**src/rtl/conv_pkg.sv**
```systemverilog
// Shared types and helpers for the convolution window reader.
package conv_pkg;

   localparam int WIN_K = 3;

   typedef enum logic [1:0] {
      IDLE  = 2'd0,
      READ  = 2'd1,
      DRAIN = 2'd2
   } state_t;

   // Flat element index of window row r, column c.
   function automatic int win_idx(input int r, input int c);
      return r * WIN_K + c;
   endfunction

endpackage

```
**src/rtl/conv_col_skid.sv**
```systemverilog
// One-entry column skid: zero-latency pass-through when out_rdy_i is high, otherwise parks the column.
// in_rdy_o drops while a column is parked and rises again once it has been taken.
module conv_col_skid #(
   parameter int WIDTH = 96
) (
   input  logic             clk,
   input  logic             rst,
   input  logic             in_vld_i,
   input  logic [WIDTH-1:0] in_dat_i,
   output logic             in_rdy_o,
   output logic             out_vld_o,
   output logic [WIDTH-1:0] out_dat_o,
   input  logic             out_rdy_i
);

   logic             full_q;
   logic [WIDTH-1:0] dat_q;

   always_ff @(posedge clk) begin
      if (rst) begin
         full_q <= 1'b0;
         dat_q  <= '0;
      end else if (in_vld_i && !full_q && !out_rdy_i) begin
         full_q <= 1'b1;
         dat_q  <= in_dat_i;
      end else if (full_q && out_rdy_i) begin
         full_q <= 1'b0;
      end
   end

   assign in_rdy_o  = !full_q;
   assign out_vld_o = full_q || in_vld_i;
   assign out_dat_o = full_q ? dat_q : in_dat_i;

endmodule

```
**src/rtl/conv_window_reader.sv**
```systemverilog
// Sweeps one read pass over the 3-row line buffer and streams 3x3 windows; reads land 1 cycle after r_en.
// A stalled output parks one column in the skid and halts reads; CONV_WINDOW_ZERO_PAD_EN adds same-size zero padding.
module conv_window_reader
   import conv_pkg::*;
#(
   parameter int DATA_WIDTH    = 32,
   parameter int ROWS          = 3,
   parameter int MAX_ROW_WIDTH = 1024,
   parameter int ADDR_WIDTH    = $clog2(MAX_ROW_WIDTH)
) (
   input  logic                                clk,
   input  logic                                rst,
   input  logic [ADDR_WIDTH-1:0]               row_width,
   input  logic                                full,
   input  logic [ROWS*DATA_WIDTH-1:0]          rows_in,
   output logic                                r_en,
   output logic [ADDR_WIDTH-1:0]               r_add,
   output logic [WIN_K*WIN_K*DATA_WIDTH-1:0]   win_data,
   output logic                                win_valid,
   input  logic                                win_ready,
   output logic                                win_last,
   output logic                                busy
);

   localparam int CW = ROWS * DATA_WIDTH;
   localparam int WW = WIN_K * WIN_K * DATA_WIDTH;
   localparam logic [ADDR_WIDTH-1:0] ONE = ADDR_WIDTH'(1);
   localparam logic [ADDR_WIDTH-1:0] TWO = ADDR_WIDTH'(2);

   state_t                state_q, state_d;
   logic [ADDR_WIDTH-1:0] rw_q, rd_ptr_q, rt_ptr_q, last_add_q;
   logic                  ret_vld_q, pad_pend_q, win_valid_q, win_last_q;
   logic [WW-1:0]         win_q, win_d;
   logic [CW-1:0]         skid_dat, col;
   logic                  out_free, skid_empty, skid_vld, start;
   logic                  shift_real, shift_pad, shift, emit, last;

   assign out_free = !win_valid_q || win_ready;
   assign start    = (state_q == IDLE) && full;

   conv_col_skid #(.WIDTH(CW)) u_skid (
      .clk       (clk),
      .rst       (rst),
      .in_vld_i  (ret_vld_q),
      .in_dat_i  (rows_in),
      .in_rdy_o  (skid_empty),
      .out_vld_o (skid_vld),
      .out_dat_o (skid_dat),
      .out_rdy_i (out_free)
   );

   assign shift_real = skid_vld && out_free;
   assign shift_pad  = pad_pend_q && out_free && !skid_vld;

   always_ff @(posedge clk) begin
      if (rst) state_q <= IDLE;
      else     state_q <= state_d;
   end

   always_comb begin
      state_d = state_q;
      case (state_q)
         IDLE:    if (full) state_d = READ;
         READ:    if (r_en && rd_ptr_q == rw_q - ONE) state_d = DRAIN;
         DRAIN:   if (rt_ptr_q == rw_q && !pad_pend_q && out_free) state_d = IDLE;
         default: state_d = IDLE;
      endcase
   end

   always_comb begin
      r_en  = (state_q == READ) && skid_empty && out_free && !rst;
      r_add = r_en ? rd_ptr_q : last_add_q;
      busy  = (state_q != IDLE);
   end

   // rt_ptr_q is the index of the real column being shifted in.
   always_comb begin
      col   = '0;
      shift = 1'b0;
      emit  = 1'b0;
      last  = 1'b0;
      if (shift_real) begin
         col   = skid_dat;
         shift = 1'b1;
`ifdef CONV_WINDOW_ZERO_PAD_EN
         emit  = (rt_ptr_q != '0);
`else
         emit  = (rt_ptr_q >= TWO);
         last  = (rt_ptr_q == rw_q - ONE);
`endif
      end else if (shift_pad) begin
         shift = 1'b1;
         emit  = 1'b1;
         last  = 1'b1;
      end
   end

   always_comb begin
      win_d = win_q;
      for (int r = 0; r < WIN_K; r++) begin
         for (int c = 0; c < WIN_K - 1; c++) begin
            win_d[win_idx(r, c)*DATA_WIDTH +: DATA_WIDTH] = win_q[win_idx(r, c + 1)*DATA_WIDTH +: DATA_WIDTH];
         end
         win_d[win_idx(r, WIN_K - 1)*DATA_WIDTH +: DATA_WIDTH] = col[r*DATA_WIDTH +: DATA_WIDTH];
      end
   end

   always_ff @(posedge clk) begin
      if (rst) begin
         rw_q        <= '0;
         rd_ptr_q    <= '0;
         rt_ptr_q    <= '0;
         last_add_q  <= '0;
         ret_vld_q   <= 1'b0;
         pad_pend_q  <= 1'b0;
         win_q       <= '0;
         win_valid_q <= 1'b0;
         win_last_q  <= 1'b0;
      end else begin
         ret_vld_q <= r_en;
         if (r_en) begin
            rd_ptr_q   <= rd_ptr_q + ONE;
            last_add_q <= rd_ptr_q;
         end
         // Clearing the window at sweep start keeps old columns out and doubles as the leading pad column.
         if (start) begin
            rw_q       <= (row_width == '0) ? ONE : row_width;
            rd_ptr_q   <= '0;
            rt_ptr_q   <= '0;
            pad_pend_q <= 1'b0;
            win_q      <= '0;
         end else begin
            if (shift_real) rt_ptr_q <= rt_ptr_q + ONE;
`ifdef CONV_WINDOW_ZERO_PAD_EN
            if (shift_real && rt_ptr_q == rw_q - ONE) pad_pend_q <= 1'b1;
            else if (shift_pad)                        pad_pend_q <= 1'b0;
`endif
            if (shift) win_q <= win_d;
         end
         if (out_free) begin
            win_valid_q <= emit;
            win_last_q  <= emit && last;
         end
      end
   end

   assign win_data  = win_q;
   assign win_valid = win_valid_q;
   assign win_last  = win_last_q;

endmodule

```
**config.mk**
```make
export PLATFORM = sky130hd
export DESIGN_NAME = conv_window_reader
export DESIGN_NICKNAME = d
export VERILOG_FILES = /design/src/rtl/conv_pkg.sv /design/src/rtl/conv_col_skid.sv /design/src/rtl/conv_window_reader.sv
export SDC_FILE = /design/constraint.sdc
export NUM_CORES = 1
export LEC_CHECK = 0
export CORE_AREA = 2 2 247 249
export DETAILED_ROUTE_END_ITERATION = 8
export DIE_AREA = 0 0 249 251
export PLACE_DENSITY = 0.52
export REMOVE_ABC_BUFFERS = 1
export SETUP_SLACK_MARGIN = 0.05
export SLEW_MARGIN = 10
export SYNTH_ARGS = -nofsm -noshare
export SYNTH_HDL_FRONTEND = slang
export SYNTH_HIERARCHICAL = 1
export SYNTH_SLANG_ARGS = --single-unit
```
**constraint.sdc**
```tcl
create_clock -name clk -period 4.9 [get_ports clk]
set_input_delay 1.47 -clock clk [delete_from_list [all_inputs] [get_ports clk]]
set_output_delay 1.47 -clock clk [all_outputs]
set_load 0.02 [all_outputs]
```
==> results.sh <==
export IMPL_yosysWarnings=6
export IMPL_slew_headroom_pct=42.50
export IMPL_grt_usage_pct=15.82
export IMPL_crit_slowest_cell="clkdlybuf4s50_1"
export IMPL_yosys_register_bits=430
export IMPL_stdcell_area_sq_mm=0.02428
export IMPL_rsz0062_at_grt="false"
export IMPL_drt_iter0_markers=692
export IMPL_grt_max_degree=220
export IMPL_drv_cap=0
export IMPL_synth_main_ff_cell="dfxtp_1"
export IMPL_htreeDepth=2
export IMPL_synth_area_leaders="dfxtp_1 (49%), nand2_1 (13%), a21oi_1 (8.7%)"
export IMPL_routed_wl_mm=51.08
export IMPL_antenna_found_initial=6
export IMPL_r2r_slack_ns=2.30
export IMPL_ioPinCount=412
export IMPL_synth_avg_cell_area_sq_um=8.557
export IMPL_dieArea_sq_mm=0.06250
export IMPL_clock_latency_ns=0.58
export IMPL_cp_max_fo=17
export IMPL_cts_made_buffers=50
export IMPL_synthArstFlopShare_pct=0
export IMPL_worst_pin_slew_ns=0.8625
export IMPL_ant_nets=0
export IMPL_yosysSeqAreaShare_pct=48.53
export IMPL_worstPathRequired_ns=3.43
export IMPL_fin_crit_sh_pct=94.51
export IMPL_synth_area_sq_mm=0.01774
export IMPL_cpLargestDelayFamily="buffers and inverters"
export IMPL_cts_tree="done"
export IMPL_fin_skew_ns=0.02666
export IMPL_synth_cell_type_count=55
export IMPL_clk_pin_slew_worst_paths_ns=0.06
export IMPL_synth_top_area_share_pct=48.53
export IMPL_critical_path_class="in -> out"
export IMPL_dp_hpwl_mm=33.46
export IMPL_hold_path_class="reg -> reg"
export IMPL_stdcell_count=3232
export IMPL_nNetsFinal=2524
export IMPL_core_sq_mm=0.05979
export IMPL_run_status="completed"
export IMPL_nFillCells=5941
export IMPL_cts_sinks=430
export IMPL_ir_worst_vdd_v=0.0002368
export IMPL_dp_cells=3140
export IMPL_critical_path_endpoint_type="output port"
export IMPL_wire_per_inst_um=15.81
export IMPL_max_stage_delay_ns=0.40
export IMPL_syn_to_final_growth_pct=36.90
export IMPL_timing_hold_ws_ns=0.4513
export IMPL_critical_path_arrival_ns=3.16
export IMPL_grt_pass1_vias=14490
export IMPL_die_x_um=249
export IMPL_place_congestion=0.7940
export IMPL_synth_edf_count=0
export IMPL_rows=90
export IMPL_viasPerCell=4.638
export IMPL_drc=0
export IMPL_fp_dieH_um=251
export IMPL_yosysTopAreaCell="dfxtp_1"
export IMPL_p_per_area_mw_per_mm2=333.9
export IMPL_setup_viol=0
export IMPL_syn_instance_count=2073
export IMPL_cts_root_buf="clkbuf_16"
export IMPL_first_pass_iters=5
export IMPL_fin_util_pct=40.61
export IMPL_hold_violations=0
export IMPL_finalSetupTns_ns=0
export IMPL_grt_pass1_wl_mm=81.19
export IMPL_place_area_sq_mm=0.02254
export IMPL_portBuffers=411
export IMPL_cp_cell_sequence="clkdlybuf4s50_1 -> nor2b_1 -> inv_2 -> and4b_1 -> buf_12 -> mux2_1 -> dlygate4sd2_1"
export IMPL_clk_path_buf_depth=3
export IMPL_cts_setup_buffers=0
export IMPL_period_needed_ns=4.631
export IMPL_start_kind="input pin"
export IMPL_cts_hold_buf=0
export IMPL_overflow=0
export IMPL_total_leakage_power_nw=8.035
export IMPL_crit_buf_inv=4
export IMPL_max_freq_ghz=0.2159
export IMPL_initial_core_util_pct=29.67
export IMPL_vias=14990
export IMPL_maxSlewViolCount=0
export IMPL_drive_gt1_share_pct=9.228
## metal layers
layer  routed length [um]  global-route usage (%)  share of wire (%)
met2                23720                   25.66                 46
met4                 1153                   4.814                2.3
met1                23080                   20.53                 45
met3                 3070                   4.235                6.0
met5                   57                       0               0.11
## area by class of cell
type	instances	area (sq um)	share of cell area, %
multi-input cells	1474	8403	34.60
diodes	1	2.502	0.01030
clock buffers	71	1461	6.018
flip-flops and latches	430	8612	35.46
clock inverters	20	285.3	1.175
inverters	10	37.54	0.1546
repair buffers	444	4504	18.55
well taps	782	978.4	4.029
## registers in the layout, indices dropped and copies added (netlist names)
| register | cells |
|---|---|
| last_add_q | 10 |
| rd_ptr_q | 10 |
| ret_vld_q | 1 |
| rt_ptr_q | 10 |
| rw_q | 10 |
| state_q | 2 |
| u_skid/dat_q | 96 |
| u_skid/full_q | 1 |
| win_data | 288 |
| win_last | 1 |
| win_valid | 1 |
## through the flow
step	worst slack, ns	total power, mW
2_1_floorplan	-4.472	3.965
3_3_place_gp	0.05494	4.258
3_5_place_dp	0.04203	4.266
4_1_cts	0.05225	8.253
5_1_grt	0.1608	8.448
6_report	0.2692	8.110
## report_power, final
part / switching (mW) / internal [mW]
Sequential: 0.0394 / 3.53
Clock: 1.49 / 2.44
Combinational: 0.341 / 0.274
## Yosys cell counts, drive strengths merged, types with 2 or more instances
| cell type | instances |
|---|---|
| and3 | 5 |
| nand2 | 603 |
| xnor2 | 14 |
| and4b | 3 |
| ha | 4 |
| nor2 | 27 |
| or3 | 7 |
| or2 | 2 |
| and2 | 2 |
| nor4 | 6 |
| nand4 | 6 |
| o41ai | 4 |
| dfxtp | 430 |
| inv | 10 |
| nand2b | 193 |
| a211oi | 3 |
| o211ai | 3 |
| mux2 | 107 |
| a22o | 3 |
| xor2 | 23 |
| mux2i | 98 |
| or4 | 4 |
| o21ai | 9 |
| a21oi | 308 |
| nor2b | 15 |
| nor3b | 5 |
| clkbuf | 122 |
| nand3 | 3 |
| o2111ai | 2 |
| buf | 37 |
| nor3 | 4 |
## cells by family (layout without fill, tap and decap cells)
kind of cell,after synthesis,in the layout,share of synthesized area [%]
AND/OR/NAND/NOR,887,887,22.65
flip-flops,430,430,48.53
AO/OA/AOI/OAI,341,341,10.16
multiplexers,205,205,12.32
buffers and inverters,169,545,4.232
XOR/XNOR,37,37,1.827
adder cells (fa/ha/maj),4,4,0.2822
other,0,1,0
## worst paths after layout
path | start | depth (start not counted) | to
worst min-delay path | win_data[111] | 2 | win_data[111]
worst max register to register | rw_q[0] | 8 | state_q[0]
worst max-delay path | win_ready | 7 | r_add[9]
worst min register to register | win_data[111] | 2 | win_data[111]
## worst register-to-register path, cell delays in order, from the launching register on
cell and delay (ns):
dfxtp_1 0.41, inv_1 0.13, ha_1 0.29, nor3b_4 0.38, a21oi_1 0.11, or3_1 0.35
o311a_1 0.34, o41ai_2 0.36, a21oi_1 0.10
## cell usage in the layout, fill, tap and decap left out, drive strengths merged, types with 4 or more instances in the layout
master,synthesis,final
a21oi,308,308
and3,5,5
buf,37,34
bufinv,0,7
clkbuf,122,71
clkdlybuf4s50,0,400
clkinv,0,11
dfxtp,430,430
dlygate4sd2,0,8
ha,4,4
inv,10,11
mux2,107,107
mux2i,98,98
nand2,603,603
nand2b,193,193
nand4,6,6
nor2,27,27
nor2b,15,15
nor3,4,4
nor3b,5,5
nor4,6,6
o21ai,9,9
o41ai,4,4
or3,7,7
or4,4,4
xnor2,14,14
xor2,23,23
## repair_timing
item,in CTS,in global routing
endpoints found under the setup margin,8,2
hold endpoints to repair,0,0
resized for setup,8,2
(Power assumes the default switching activity.)
